`src/rtl/mem_arb_pkg.sv`:
```
// Purpose: shared types and constants for the two-port lower-memory arbiter.
// Latency: n/a (declarations only).
// Backpressure: n/a. Exports state encoding, port ids, bus widths and the memory request bundle.
package mem_arb_pkg;

  localparam logic [1:0] IDLE  = 2'b00;
  localparam logic [1:0] READ  = 2'b01;
  localparam logic [1:0] WRITE = 2'b10;

  localparam logic PORT0 = 1'b0;
  localparam logic PORT1 = 1'b1;

  localparam int ADDR_W = 13;
  localparam int LINE_W = 32;
  localparam int BYTE_W = 8;

  typedef enum logic [1:0] {
    ST_IDLE  = IDLE,
    ST_READ  = READ,
    ST_WRITE = WRITE
  } state_t;

  // Everything the arbiter drives toward memory, held in one register.
  typedef struct packed {
    logic              rreq;
    logic [ADDR_W-1:0] raddr;
    logic              wreq;
    logic [ADDR_W-1:0] waddr;
    logic [BYTE_W-1:0] wdata;
  } mem_req_t;

endpackage

```
`src/rtl/rr_pick2.sv`:
```
// Purpose: two-requester round-robin pick; on contention the requester that was not served last wins.
// Latency: combinational.
// Backpressure: none; caller decides when the pick is consumed.
// Ports: pend[1:0] pending requesters, last = most recently served id,
//        winner = selected id (0 when nothing pending), any = at least one pending.
module rr_pick2 (
  input  logic [1:0] pend,
  input  logic       last,
  output logic       winner,
  output logic       any
);

  always_comb begin
    any = |pend;
    if (&pend) begin
      winner = ~last;
    end else begin
      winner = pend[1];
    end
  end

endmodule

```
`src/rtl/mem_port_arbiter.sv`:
```
// Purpose: shares one lower memory between the instruction cache (port 0) and data cache (port 1).
// Latency: grant sampled in cycle N drives memory in N+1; completion is passed back in the response cycle.
// Backpressure: one transaction in flight; other requests wait (level held) until granted; hung transactions abort after TIMEOUT cycles.
// Ports: clk/reset (sync, active-high); per port N: rreq/raddr, wreq/waddr/wdata in,
//        rdata_to/rvalid_to/wack_to out; memory side: registered rreq/raddr/wreq/waddr/wdata out,
//        rdata/rvalid/wack in; err_timeout sticky flag.
module mem_port_arbiter
  import mem_arb_pkg::*;
#(
  parameter int TIMEOUT = 255
) (
  input  logic              clk,
  input  logic              reset,

  input  logic              rreq_p0,
  input  logic [ADDR_W-1:0] raddr_p0,
  input  logic              wreq_p0,
  input  logic [ADDR_W-1:0] waddr_p0,
  input  logic [BYTE_W-1:0] wdata_p0,
  output logic [LINE_W-1:0] rdata_to_p0,
  output logic              rvalid_to_p0,
  output logic              wack_to_p0,

  input  logic              rreq_p1,
  input  logic [ADDR_W-1:0] raddr_p1,
  input  logic              wreq_p1,
  input  logic [ADDR_W-1:0] waddr_p1,
  input  logic [BYTE_W-1:0] wdata_p1,
  output logic [LINE_W-1:0] rdata_to_p1,
  output logic              rvalid_to_p1,
  output logic              wack_to_p1,

  output logic              rreq_to_mem,
  output logic [ADDR_W-1:0] raddr_to_mem,
  output logic              wreq_to_mem,
  output logic [ADDR_W-1:0] waddr_to_mem,
  output logic [BYTE_W-1:0] wdata_to_mem,
  input  logic [LINE_W-1:0] rdata_from_mem,
  input  logic              rvalid_from_mem,
  input  logic              wack_from_mem,

  output logic              err_timeout
);

  // Counter value on which a transaction with no response is abandoned.
  localparam logic [7:0] TMO_LAST = 8'(TIMEOUT - 1);

  state_t   state_q;
  logic     grant_q;
  logic     last_grant_q;
  logic [7:0] tmo_cnt_q;
  logic [7:0] tmo_cnt_d;
  logic     err_timeout_q;
  mem_req_t mem_q;

  logic              winner;
  logic              any_pend;
  logic              win_wreq;
  logic [ADDR_W-1:0] win_raddr;
  logic [ADDR_W-1:0] win_waddr;
  logic [BYTE_W-1:0] win_wdata;
  logic              rd_cpl;
  logic              wr_cpl;

  rr_pick2 u_pick (
    .pend   ({wreq_p1 | rreq_p1, wreq_p0 | rreq_p0}),
    .last   (last_grant_q),
    .winner (winner),
    .any    (any_pend)
  );

  // Winner's request fields; only ever feed registers, never memory outputs directly.
  assign win_wreq  = (winner == PORT1) ? wreq_p1  : wreq_p0;
  assign win_raddr = (winner == PORT1) ? raddr_p1 : raddr_p0;
  assign win_waddr = (winner == PORT1) ? waddr_p1 : waddr_p0;
  assign win_wdata = (winner == PORT1) ? wdata_p1 : wdata_p0;

  // A response only counts when it matches the transaction type in flight.
  assign rd_cpl = (state_q == ST_READ)  && rvalid_from_mem;
  assign wr_cpl = (state_q == ST_WRITE) && wack_from_mem;

  assign tmo_cnt_d = tmo_cnt_q + 8'd1;

  always_ff @(posedge clk) begin
    if (reset) begin
      state_q       <= ST_IDLE;
      grant_q       <= PORT0;
      last_grant_q  <= PORT1;  // port 0 wins the first contention
      tmo_cnt_q     <= '0;
      err_timeout_q <= 1'b0;
      mem_q         <= '0;
    end else begin
      case (state_q)
        ST_IDLE: begin
          if (any_pend) begin
            grant_q   <= winner;
            tmo_cnt_q <= '0;
            // Write first so write-through data lands before a refill of the same line.
            if (win_wreq) begin
              state_q     <= ST_WRITE;
              mem_q.wreq  <= 1'b1;
              mem_q.waddr <= win_waddr;
              mem_q.wdata <= win_wdata;
            end else begin
              state_q     <= ST_READ;
              mem_q.rreq  <= 1'b1;
              mem_q.raddr <= win_raddr;
            end
          end
        end
        ST_READ, ST_WRITE: begin
          if (rd_cpl || wr_cpl) begin
            mem_q        <= '0;
            last_grant_q <= grant_q;
            state_q      <= ST_IDLE;
          end else if (tmo_cnt_q == TMO_LAST) begin
            // Abandon the hung transaction; the requester is re-arbitrated if still asking.
            mem_q         <= '0;
            err_timeout_q <= 1'b1;
            last_grant_q  <= grant_q;
            state_q       <= ST_IDLE;
          end else begin
            tmo_cnt_q <= tmo_cnt_d;
          end
        end
        default: begin
          mem_q   <= '0;
          state_q <= ST_IDLE;
        end
      endcase
    end
  end

  assign rreq_to_mem  = mem_q.rreq;
  assign raddr_to_mem = mem_q.raddr;
  assign wreq_to_mem  = mem_q.wreq;
  assign waddr_to_mem = mem_q.waddr;
  assign wdata_to_mem = mem_q.wdata;
  assign err_timeout  = err_timeout_q;

  // Completions are steered to the granted port in the response cycle.
  assign rvalid_to_p0 = rd_cpl && (grant_q == PORT0);
  assign rvalid_to_p1 = rd_cpl && (grant_q == PORT1);
  assign wack_to_p0   = wr_cpl && (grant_q == PORT0);
  assign wack_to_p1   = wr_cpl && (grant_q == PORT1);
  assign rdata_to_p0  = rvalid_to_p0 ? rdata_from_mem : '0;
  assign rdata_to_p1  = rvalid_to_p1 ? rdata_from_mem : '0;

endmodule

```
`config.mk`:
```
export PLATFORM = sky130hd
export DESIGN_NAME = mem_port_arbiter
export DESIGN_NICKNAME = d
export VERILOG_FILES = /design/src/rtl/mem_arb_pkg.sv /design/src/rtl/rr_pick2.sv /design/src/rtl/mem_port_arbiter.sv
export SDC_FILE = /design/constraint.sdc
export NUM_CORES = 1
export LEC_CHECK = 0
export BUFFER_PORTS_ARGS = -buffer_cell sky130_fd_sc_hd__buf_2
export CAP_MARGIN = 20
export CORE_MARGIN = 2
export CORE_UTILIZATION = 44
export DETAILED_ROUTE_END_ITERATION = 10
export PLACE_DENSITY = 0.87
export SETUP_SLACK_MARGIN = 0.02
export SYNTH_ARGS = -nofsm -noshare
export SYNTH_HDL_FRONTEND = slang
export SYNTH_SLANG_ARGS = --single-unit
```
`constraint.sdc`:
```
create_clock -name clk -period 3.7 [get_ports clk]
set_input_delay 0.185 -clock clk [delete_from_list [all_inputs] [get_ports clk]]
set_output_delay 0.185 -clock clk [all_outputs]
set_load 0.01 [all_outputs]
```
==> results.yml <==
cts:
  cts-htree-levels: 2
  cts_buffer_depth: 2
  postCtsHoldBufs: 0
  tritoncts: "done"
  clk_latency_ns: 0.30
  cts_resized: 0
  numCtsBuffers: 5
  postCtsSetupBuffers: 0
  clock_sinks: 49
  clk_pin_slew_ns: 0.09
  root_buffer: "clkbuf_8"
yosys:
  yosysUniqueCellTypes: 39
  syn_area_per_cell_um2: 8.95
  synth_top_area_share: 0.343
  synth_nets: 432
  yosysSeqAreaShare: 0.343
  synth_ff_type: "dfxtp_1"
  async_flop_share: 0
  synth_cells: 319
  synth_area_leaders: "dfxtp_1, and2_1, mux2i_1"
  synth_enable_flop_cells: 0
  synth.cell_area_mm2: 0.00286
  synth_warnings: 0
  synth_top_cell_by_area: "dfxtp_1"
  ys_ff_latch: 49
sta:
  fin_worst_skew_ns: 0.00652
  rsz0062_at_grt: "false"
  worstMarginPinSlew_ns: 0.855
  min_period_ns: 2.49
  tns_ns: 0
  final-hold-violation-count: 0
  fmax_mhz: 401
  slew_violations: 0
  post-route-period-util: 0.674
  relSlewSlack: 0.428
  timing.final.ws_setup_ns: 1.21
  finalSetupViolations: 0
power_and_ir_drop:
  power_frac_clock: 0.218
  p_sw_frac: 0.385
  ir_worst_vdd_mv: 0.386
  pwr-share-comb: 0.432
  intPower_mw: 1.28
  p_leak_nw: 2.22
  pwr_density_cell_mw_per_mm2: 510
  p_switching_mw: 0.800
  power.share.sequential: 0.350
route:
  wl_per_cell_um: 14.5
  drc: 0
  dr.pass1.iters: 4
  viasPerCell: 5.12
  drt-total-wl_mm: 8.64
  ant_nets: 0
  drt_iter0_drc: 143
  vias: 3054
worst_setup_path:
  arrival_ns: 2.69
  worstSetupPathType: "flop to flop"
  crit_path_max_incr_delay_ns: 0.68
  crit_chain: "inv_1 > ha_1 > inv_1 > a211o_1 > nand3b_1 > o32ai_1"
  crit_fanout: 22
  path_buf_inv: 2
  cp.required_ns: 3.90
  start_kind: "flop"
  cpMostUsedCell: "inv_1"
  critPathTopFamily: "compound AO/OA/AOI/OAI gates"
  slowest_stage: "nand3b_1"
  critPathCaptureType: "flop"
global_route:
  track_usage: 0.237
  use_met1: 0.253
  grt.busiest_layer: "met2"
  grt_max_degree: 34
  grt_pass1_wl_mm: 14.0
  grt_pass1_vias: 2948
  overflow: 0
  use_met2: 0.464
  antenna_found_initial: 0
  use_met3: 0.0433
layout:
  final_cell_mix: "buf_2, and2_1, dfxtp_1"
  fin_nets: 632
  final_common_cell: "buf_2"
  syn_to_final_growth_pct: 42.8
  final_core_util: 0.646
  fillers: 539
  num_antenna_cells: 0
  layout-drive-gt1-share: 0.444
  finalNonFillerCells: 597
  fin_area_mm2: 0.00408
placement:
  dp_hpwl_mm: 6.95
  port_buffers: 212
  placed_area_mm2: 0.00394
  pre_cts_ws_ns: 1.28
  place.gp.congestion: 0.880
  post-place-cells: 589
run_status:
  status: "finished clean"
die:
  die_w_um: 84.6
  coreArea_mm2: 0.00631
  rows: 29
  die_h_um: 84.6
  dieArea_mm2: 0.00715
  ios: 213
  initial_core_util: 0.452
run:
  maxCapViolCount: 0
worst_hold_path:
  worstHoldPathType: "input pin to flop"
## final timing paths
kind / to / cells after the start / slack, ns / from
worst min register to register: wreq_to_mem / 2 / 0.46 / wreq_to_mem
worst max register to register: waddr_to_mem[7] / 6 / 1.21 / state_q[0]
worst max-delay path: waddr_to_mem[7] / 6 / 1.21 / state_q[0]
worst min-delay path: waddr_to_mem[0] / 3 / 0.15 / waddr_p1[0]
## per-stage QoR
| stage | power, mW | hold WS, ns |
|---|---|---|
| floorplan | 1.32 | 0.304 |
| global placement | 1.60 | 0.434 |
| detailed placement | 1.63 | 0.441 |
| CTS | 2.08 | 0.148 |
| global route | 2.21 | 0.160 |
| finish | 2.08 | 0.150 |
## registers in the layout, summed over array words and instances (netlist names)
name and flops:
raddr_to_mem 13, waddr_to_mem 13, tmo_cnt_q 8, wdata_to_mem 8, state_q 2, err_timeout 1
grant_q 1, last_grant_q 1, rreq_to_mem 1, wreq_to_mem 1
## layout make-up
class / instances / area, µm² / share of cell area
multi-input cells: 219 / 1670 / 0.409
repair buffers: 216 / 1090 / 0.267
flip-flops and latches: 49 / 981 / 0.240
inverters: 28 / 105 / 0.0258
well taps: 77 / 96.3 / 0.0236
clock buffers: 5 / 68.8 / 0.0169
clock inverters: 3 / 68.8 / 0.0169
## kinds of logic after synthesis
group	count (synthesis)	synth area share
mux	40	0.140
fa+ha+maj	5	0.0219
simple gates	110	0.230
compound gates	64	0.187
flops	49	0.343
buf+inv	51	0.0767
## per-layer routing
| metal | wire length, µm | up-vias |
|---|---|---|
| li1 | - | 1525 |
| met1 | 3060 | 1376 |
| met2 | 4820 | 137 |
| met3 | 565 | 16 |
| met4 | 193 | 0 |
| met5 | 0 | - |
## synthesized netlist by cell type (all sizes together) (4+ instances only)
cell type / n
clkbuf: 9
nand3: 6
o2bb2ai: 13
mux2i: 40
a211oi: 7
o21ai: 7
o32ai: 21
inv: 28
nand2b: 7
nand2: 13
dfxtp: 49
and2: 67
ha: 5
nor2: 4
buf: 14
## power by group through the flow
stage / Clock (mW) / Sequential (mW) / Combinational [mW]
detailed placement: 0 / 0.736 / 0.893
global route: 0.480 / 0.743 / 0.983
finish: 0.453 / 0.727 / 0.899
global placement: 0 / 0.730 / 0.867
CTS: 0.457 / 0.726 / 0.901
floorplan: 0 / 0.783 / 0.536
## tightest hold or removal path, delay by kind of cell
family	cells	cell delay, ns
AOI/OAI and AO/OA	1	0.10
muxes	1	0.05
buffers and inverters	1	0.07
No activity file was read; power rests on OpenSTA's default activity.
